File: src/rtl/pipe_stage_buf.sv
// Pipeline stage with DIR/ack handshakes on both sides and a small FIFO.
// Accepted words are optionally incremented and buffered until consumed.
module pipe_stage_buf #(
  parameter int WIDTH = 8,
  parameter int DEPTH = 4,
  parameter int MODE  = 0,
  parameter int INC   = 1
) (
  input  logic                         clk,
  input  logic                         reset,
  input  logic                         flush,
  input  logic                         DIR,
  input  logic [WIDTH-1:0]             data_in,
  output logic                         ack_prev,
  output logic                         DOR,
  output logic [WIDTH-1:0]             data_out,
  input  logic                         ack_from_next,
  output logic [$clog2(DEPTH+1)-1:0]   level,
  output logic                         full
);

  localparam int AW = (DEPTH > 1) ? $clog2(DEPTH) : 1;
  localparam int LW = $clog2(DEPTH + 1);
  localparam logic [WIDTH-1:0] INC_W = WIDTH'(INC);
  localparam logic [LW-1:0] LVL_MAX = LW'(DEPTH);

  logic [WIDTH-1:0] mem [DEPTH];
  logic [AW-1:0]    wr_ptr;
  logic [AW-1:0]    rd_ptr;
  logic [LW-1:0]    cnt;
  logic             ack_q;

  logic             accept;
  logic             pop;
  logic [WIDTH-1:0] xf;

  // Word transform: wrap-around add, or straight pass-through.
  always_comb begin
    xf = data_in;
    if (MODE == 0) begin
      xf = data_in + INC_W;
    end
  end

  // Handshake qualifiers; the ack cycle itself never accepts.
  always_comb begin
    accept = DIR && !ack_q && (cnt != LVL_MAX) && !flush;
    pop    = (cnt != '0) && ack_from_next && !flush;
  end

  // Storage array; contents need no reset.
  always_ff @(posedge clk) begin
    if (!reset && accept) begin
      mem[wr_ptr] <= xf;
    end
  end

  // Pointers wrap naturally since DEPTH is a power of two.
  always_ff @(posedge clk) begin
    if (reset || flush) begin
      wr_ptr <= '0;
      rd_ptr <= '0;
    end else begin
      if (accept) begin
        wr_ptr <= wr_ptr + AW'(1);
      end
      if (pop) begin
        rd_ptr <= rd_ptr + AW'(1);
      end
    end
  end

  // Occupancy counter; simultaneous accept and pop cancel out.
  always_ff @(posedge clk) begin
    if (reset || flush) begin
      cnt <= '0;
    end else begin
      case ({accept, pop})
        2'b10:   cnt <= cnt + LW'(1);
        2'b01:   cnt <= cnt - LW'(1);
        default: cnt <= cnt;
      endcase
    end
  end

  // One-cycle acknowledge pulse back to the producer.
  always_ff @(posedge clk) begin
    if (reset || flush) begin
      ack_q <= 1'b0;
    end else begin
      ack_q <= accept;
    end
  end

  // Registered status and the gated head word.
  always_comb begin
    ack_prev = ack_q;
    level    = cnt;
    full     = (cnt == LVL_MAX);
    DOR      = (cnt != '0);
    data_out = DOR ? mem[rd_ptr] : '0;
  end

endmodule

File: config.mk
export PLATFORM = sky130hd
export DESIGN_NAME = pipe_stage_buf
export DESIGN_NICKNAME = d
export VERILOG_FILES = /design/src/rtl/pipe_stage_buf.sv
export SDC_FILE = /design/constraint.sdc
export NUM_CORES = 1
export LEC_CHECK = 0
export CAP_MARGIN = 0
export CORE_ASPECT_RATIO = 0.6
export CORE_UTILIZATION = 52
export DETAILED_ROUTE_END_ITERATION = 10
export PLACE_DENSITY = 0.87
export SETUP_SLACK_MARGIN = 0.05
export SLEW_MARGIN = 20
export SYNTH_ARGS = -nofsm -noshare
export SYNTH_HDL_FRONTEND = slang
export SYNTH_SLANG_ARGS = --single-unit
export TNS_END_PERCENT = 20
File: constraint.sdc
create_clock -name clk -period 3.7 [get_ports clk]
set_input_delay 0.74 -clock clk [delete_from_list [all_inputs] [get_ports clk]]
set_output_delay 0.74 -clock clk [all_outputs]
set_load 0.1 [all_outputs]
# Yosys cells after proc, flatten, opt, wreduce, memory -nomap -nowiden
# Memories as Yosys holds them, arrays and structs flattened. A register that Yosys moved wholly into a read port is not among the register bits.
# Cells that the tools add are included.
[op_classes] n_mul=0 n_mux=6 div=0 order_cmp=0 n_reduce_logical=12 n_eq_ne=4 bitwise_logic=0 shifts=0 n_addsub=5
[op_table] cell="8-bit by 1-bit adder with 8-bit output, second input constant" count=1
[op_table] cell="8-bit two-way mux" count=1
[op_table] cell="1-bit logical AND" count=6
[op_table] cell="3-bit case mux with 2 select lines" count=1
[op_table] cell="2-bit by 1-bit adder with 2-bit output, second input constant" count=2
[op_table] cell="2-bit two-way mux" count=2
[op_table] cell="3-bit by 1-bit adder with 3-bit output, second input constant" count=1
[op_table] cell="3-bit equality test, second input constant" count=1
[op_table] cell="1-bit zero test" count=3
[op_table] cell="3-bit inequality test, second input constant" count=1
[op_table] cell="3-bit nonzero test" count=1
[op_table] cell="3-bit by 1-bit subtractor with 3-bit output, second input constant" count=1
[op_table] cell="2-bit by 1-bit equality test with 1-bit output, second input constant" count=1
[op_table] cell="2-bit equality test, second input constant" count=1
[op_table] cell="1-bit two-way mux" count=2
[op_table] cell="2-bit nonzero test" count=1
[op_table] cell="1-bit logical OR" count=1
[word_totals] reg_bits=8 rom_bits=0 out_inout_bits=14 wordCells=32 memories=1 in_bits=13 latchBits=0 ram_bits=32
[memory_table] memory="mem" depth=4 word_bits=8 rd=1 rd_ports_with_merged_regs=1 wr=1 line_no="27" rtl="logic [WIDTH-1:0] mem [DEPTH];"

# Depth between registers and ports, before layout
# Gate-level depths: netlist (run 1).
[depth] ltp_word=7 mapped_depth=8 ltp_nobuf=8

# Least setup slack after synthesis (run 1)
# Ideal clock, no wire load.
[synth_timing] path_type="register to register" from="register cnt[2], in the netlist level[2]" to="register cnt[2], in the netlist level[2]" t_required_ps=3630 synth_period_minus_slack_ps=3950 path_slack_ps=-250 n_path_buf=0 arrival_time_ps=3881 setup_ps=70 path_stages_with_launch=9 cell_sequence="dfxtp_1 > nor3b_2 > or2_1 > ha_1 > inv_1 > fa_1 > xor2_1 > or3_1 > a21oi_1"
[synth_via] elab_chain_cells=5 elab_cells_between_ends=12 classes_between="2 x add/sub; 3 x eq/ne; 1 x mux; 6 x reduce/logical"
[synth_rtl] item="from (decl)" line_no="30" rtl="logic [LW-1:0] cnt;"
[synth_rtl] item="from (signal assigned)" line_no="79" rtl="2'b10: cnt <= cnt + LW'(1);"
[synth_rtl] item="from (signal assigned)" line_no="80" rtl="2'b01: cnt <= cnt - LW'(1);"
[synth_rtl] item="from (signal assigned)" line_no="81" rtl="default: cnt <= cnt;"
[synth_rtl] item="3-bit inequality test / 3-bit nonzero test (equally long branches)" line_no="47, 48"
[synth_rtl] item="1-bit logical AND (on tied branches) (2 in a row)" line_no="47, 48"
[synth_rtl] item="2-bit by 1-bit equality test with 1-bit output / 2-bit equality test (equally long branches)" line_no="78" rtl="case ({accept, pop})"
[synth_rtl] item="3-bit case mux with 2 select lines / 2-bit nonzero test (equally long branches)"
# Several ways; a longest one is shown, not always the timed one.
# A chain may end at the register's enable or synchronous reset.

# Worst setup path in the final report (run 1)
[layout_timing] from="register cnt[0], in the netlist level[0]" to="output level[0]"
[layout_lines] item="to (decl)" line_no="18" rtl="output logic [$clog2(DEPTH+1)-1:0] level,"
# No word-level cell between the ends.

==> results.toml, run 1 <==
[outcome]
run_status = "finished clean"

[cells_and_area]
fill_cells = 235
diodes = 0
register_area_mm2 = 0.00116
post-route-util_pct = 66.7
syn2layout_area_growth_pct = 20.2
drive_above_1_share_pct = 18.5
multiInputGateArea_um2 = 634
final_nets = 176

[clock_tree]
root_buffer = "clkbuf_8"
cts_setup_buffers = 0
cts_made_buffers = 5
holdBufCountCts = 0
postCtsResizedCells = 0
clk_path_buf_depth = 2
clk_pin_slew_ns = 0.08
cts_num_sinks = 42
cts_max_level = 2
worstSkewPairLatency_ns = 0.29
cts_tree = "yes"

[route]
final_antenna_net_count = 0
wl_per_cell_um = 15.0
routed_wl_mm = 3.02
first_iter_violations = 89
dr.pass1.iters = 4
via_count = 1030
route.detailed.drc = 0
viasPerCell = 5.10

[power_and_ir_drop]
peakVddDrop_mv = 0.250
powerDensity_mw_per_mm2 = 402
p_leak_nw = 0.761
power_mw = 0.885

[yosys]
ys_async_sr_fraction_pct = 0
synth.top_cells.by_count = "edfxtp_1 (32), dfxtp_1 (10), nor2_1 (9)"
yosysMostFrequentCell = "edfxtp_1"
seq_area_frac_synth_pct = 63.4
yosys-top-cells-area = "edfxtp_1 (52%), dfxtp_1 (11%), mux4_2 (9.8%)"
synth.distinct_cells = 26
synth_top_area_share_pct = 52.5
synth_nets = 146
yosys_warnings = 0
synth_top_cell_by_area = "edfxtp_1"
synthCells = 126
ys.flop_type = "edfxtp_1"
syn_area_mm2 = 0.00183
syn_area_per_cell_um2 = 14.5
synth_edf_count = 32
ys_seq_elements = 42

[worst_hold_path]
holdCritPathClass = "reg2reg"

[sta]
slew_headroom_pct = 35.0
finalSetupViolCount = 0
finClkSkew_ns = 0.00591
final.setup.tns_ns = 0
fin_crit_sh_pct = 73.6
min_period_ns = 2.72
slew_viol_final = 0
final.setup.worst_slack_ns = 0.978
worstMarginPinSlew_ns = 0.973
holdWs_ns = 0.506
rsz0062_at_grt = "no"
fmax_mhz = 367
hold_viol_final = 0

[setup_path]
cp.required_ns = 2.96
cp_cell_sequence = "clkdlybuf4s50_1"
critPathKind = "reg2out"
cp_top_family = "buffers and inverters"
end_kind = "primary output"
critical_path_arrival_ns = 1.98
crit_buf_inv = 1
cpPeakStageDelay_ns = 1.19
crit_slowest_cell = "clkdlybuf4s50_1"
start_kind = "register"
cp_max_fo = 6

[floorplan]
dieHeight_um = 48.0
row_count = 16
die_x_um = 78.6
pin_count = 27
start_util_pct = 55.5
design.core.area_mm2 = 0.00330
die_area_mm2 = 0.00377

[global_routing]
grt_max_degree = 13
grt_antenna_before_repair = 0
grtUsageTotal_pct = 17.9
grt_pass1_wl_mm = 4.51
grt_pass1_vias = 928
overflow = 0

[placed_design]
dp_hpwl_mm = 2.23
place_congestion = 0.679
port-buffer-count = 26
pre_cts_ws_ns = 0.786

[flow_run]
drv_cap = 0
-- placed cells by master, fill, tap and decap left out, types with 6 or more instances in the layout --
| cell | synthesis | layout |
|---|---|---|
| nand2_1 | 6 | 6 |
| nor2b_1 | 8 | 8 |
| inv_1 | 7 | 7 |
| ha_1 | 6 | 6 |
| edfxtp_1 | 32 | 32 |
| buf_4 | 0 | 11 |
| dfxtp_1 | 10 | 10 |
| clkdlybuf4s50_1 | 0 | 16 |
| xor2_1 | 7 | 7 |
| mux4_2 | 8 | 8 |
| nor2_1 | 9 | 9 |
-- power by group --
group	total, mW	leakage, nW	switching (mW)	internal (mW)
sequential	0.518	0.370	0.00363	0.514
clock	0.274	0.0426	0.145	0.130
combinational	0.0921	0.348	0.0596	0.0325
total	0.885	0.761	0.208	0.676
-- cell type report --
| cell class | instances | area share (%) |
|---|---|---|
| timing repair buffer | 27 | 11.0 |
| multi-input combinational | 73 | 28.8 |
| inverter | 7 | 1.19 |
| clock buffer | 6 | 3.30 |
| sequential | 42 | 52.7 |
| tap | 45 | 2.56 |
| clock inverter | 2 | 0.398 |
-- through the flow --
stage | area (um^2) | instances
4_1_cts | 2200 | 202
3_5_place_dp | 2120 | 194
6_report | 2200 | 202
3_3_place_gp | 2120 | 194
5_1_grt | 2200 | 202
2_1_floorplan | 1840 | 126
-- cell families after synthesis --
group	share of synthesized area [%]
buf+inv	2.32
xor+xnor	4.30
fa+ha+maj	5.19
compound gates	2.32
mux	10.4
flops	63.4
simple gates	12.1
-- worst paths after layout --
check / start / end / slack, ns / cells past startpoint
setup / recovery: level[0]$_SDFFE_PP0P_ / level[0] / 0.98 / 1
hold / removal: rd_ptr[1]$_SDFFE_PP0P_ / rd_ptr[1]$_SDFFE_PP0P_ / 0.51 / 2
setup reg to reg: level[2]$_SDFFE_PP0P_ / level[2]$_SDFFE_PP0P_ / 1.54 / 8
hold reg to reg: rd_ptr[1]$_SDFFE_PP0P_ / rd_ptr[1]$_SDFFE_PP0P_ / 0.51 / 2
-- routing by layer --
| layer | track usage, % | part of all wire (%) | vias to the layer above |
|---|---|---|---|
| met5 | 0 | 0 | - |
| met4 | 8.89 | 1.6 | 0 |
| met3 | 7.43 | 4.1 | 6 |
| met2 | 27.0 | 47 | 17 |
| met1 | 23.1 | 48 | 500 |
| li1 | - | - | 507 |
-- state kept, by name, summed over array words and instances (netlist names), named ones only --
register / cells
mem: 32
level: 3
rd_ptr: 2
wr_ptr: 2
ack_prev: 1
Note: power is estimated with default switching activity, not from simulation.
==> run 2: changes to the inputs <==
--- a/config.mk
+++ b/config.mk
@@ -7,9 +7,9 @@
 export LEC_CHECK = 0
 export CAP_MARGIN = 0
 export CORE_ASPECT_RATIO = 0.6
-export CORE_UTILIZATION = 52
+export CORE_UTILIZATION = 48
 export DETAILED_ROUTE_END_ITERATION = 10
-export PLACE_DENSITY = 0.87
+export PLACE_DENSITY = 0.85
 export SETUP_SLACK_MARGIN = 0.05
 export SLEW_MARGIN = 20
 export SYNTH_ARGS = -nofsm -noshare
==> constraint.sdc (replaced) <==
create_clock -name clk -period 2.25 [get_ports clk]
set_input_delay 0.45 -clock clk [delete_from_list [all_inputs] [get_ports clk]]
set_output_delay 0.45 -clock clk [all_outputs]
set_load 0.1 [all_outputs]
==> run 2 against run 1 <==
Compared with the run above:
- register-to-register slack got worse by 1.4 ns
- combinational power rose by 110%
- design area rose by 17%
- sequential cell count did not move
- clock skew rose by 0.0044 ns
- first-iteration DRC count fell by 40%
==> results.toml, run 2 (synthesis results as in run 1) <==
[power_and_ir_drop]
peakVddDrop_mv = 0.451
power_mw = 1.50
p_leak_nw = 0.952
powerDensity_mw_per_mm2 = 582

[sta]
finalSetupViolCount = 0
slew_headroom_pct = 72.8
min_period_ns = 2.15
fin_crit_sh_pct = 95.6
final.setup.worst_slack_ns = 0.0985
rsz0062_at_grt = "yes"
fmax_mhz = 465
hold_viol_final = 0
finClkSkew_ns = 0.0103
slew_viol_final = 0
worstMarginPinSlew_ns = 0.408

[cells_and_area]
diodes = 0
regMostFlops = "mem"
fill_cells = 225
layout_commonest_cell = "edfxtp_1"
syn2layout_area_growth_pct = 40.6
final_nets = 194
drive_above_1_share_pct = 40.6
largest_reg_flops = 32
post-route-util_pct = 74.8
stdcell_count = 220
final_cell_mix = "edfxtp_1 (32), buf_4 (22), buf_12 (11)"

[clock_tree]
clk_pin_slew_ns = 0.08
cts_num_sinks = 42
holdBufCountCts = 0
cts_max_level = 2
worstSkewPairLatency_ns = 0.29
root_buffer = "clkbuf_8"
clk_path_buf_depth = 2
cts_made_buffers = 5
cts_tree = "yes"

[setup_path]
cp_max_fo = 4
critPathKind = "reg2reg"
cp_cell_sequence = "nor3b_4 -> or2_4 -> ha_4 -> inv_2 -> fa_2 -> xor2_2 -> or3_1 -> a21oi_2"
start_kind = "register"
cp.required_ns = 2.48
critical_path_arrival_ns = 2.38
end_kind = "register"
crit_slowest_cell = "fa_2"
cpPeakStageDelay_ns = 0.39

[placed_design]
pre_cts_ws_ns = -0.284
place_congestion = 0.791
port-buffer-count = 26
numPlacedInstances = 208
dp_hpwl_mm = 2.71

[route]
dr.pass1.iters = 4
route.detailed.drc = 0
via_count = 1143
viasPerCell = 5.20
wl_per_cell_um = 16.5
routed_wl_mm = 3.63
first_iter_violations = 53
final_antenna_net_count = 0

[floorplan]
row_count = 16
die_area_mm2 = 0.00408
start_util_pct = 53.2
dieHeight_um = 49.9
pin_count = 27
die_x_um = 81.8
design.core.area_mm2 = 0.00344

[flow_run]
drv_cap = 0

[outcome]
run_status = "finished clean"

[global_routing]
grt_antenna_before_repair = 0
grt_pass1_vias = 1188
grt_max_degree = 13
grt_pass1_wl_mm = 5.62
grtUsageTotal_pct = 19.9
overflow = 0

[worst_hold_path]
holdCritPathClass = "reg2reg"
run 2: path summary, 6_finish.rpt:
check / slack [ns] / cells past startpoint / from / endpoint
max: 0.1 / 8 / level[1]$_SDFFE_PP0P_ / level[2]$_SDFFE_PP0P_
min: 0.51 / 2 / rd_ptr[1]$_SDFFE_PP0P_ / register
max reg2reg: 0.1 / 8 / level[1]$_SDFFE_PP0P_ / level[2]$_SDFFE_PP0P_
min reg2reg: 0.51 / 2 / rd_ptr[1]$_SDFFE_PP0P_ / register
run 2: metrics by stage:
step                      hold WS (ns)  cell area (um^2)  TNS [ns]
after floorplan                  0.459              1910     -1.63
after global placement           0.471              2420    -0.596
after detailed placement         0.478              2420     -3.63
after CTS                        0.488              2510         0
after global routing             0.543              2570   -0.0184
final                            0.510              2570         0
run 2: critical path, delay by kind of cell, from the launching register on:
kind                     cells  cell delay, ns
XOR/XNOR                     1            0.18
AO/OA/AOI/OAI                1            0.12
AND/OR/NAND/NOR              3            0.83
adder cells (fa/ha/maj)      2            0.54
flip-flops                   1            0.37
buffers and inverters        1            0.04
run 2: layout make-up:
type                    count  area [um^2]  share of cell area [%]
clock buffers               6         72.6                    2.82
clock inverters             2         8.76                   0.340
inverters                   7         26.3                    1.02
multi-input cells          73          726                    28.2
flip-flops and latches     42         1170                    45.5
well taps                  45         56.3                    2.19
repair buffers             45          513                    19.9
run 2: per-layer routing:
layer	track usage, %	vias up	share of wire [%]	routed length (um)
li1	-	545	-	-
met3	7.04	6	3.6	132
met4	6.73	0	1.2	44
met1	23.9	570	44	1590
met2	33.1	22	51	1870
met5	0	-	0	0
run 2: power breakdown:
part           leakage, nW  internal [mW]  total [mW]  switching [mW]
registers            0.372          0.843       0.848         0.00540
logic                0.537         0.0805       0.192           0.111
clock network       0.0426          0.213       0.459           0.245
run 2: timing repair:
item,4_1_cts,5_1_grt
pin swaps,2,9
buffers inserted,0,4
gates resized for setup,1,7
setup endpoints to repair,1,2
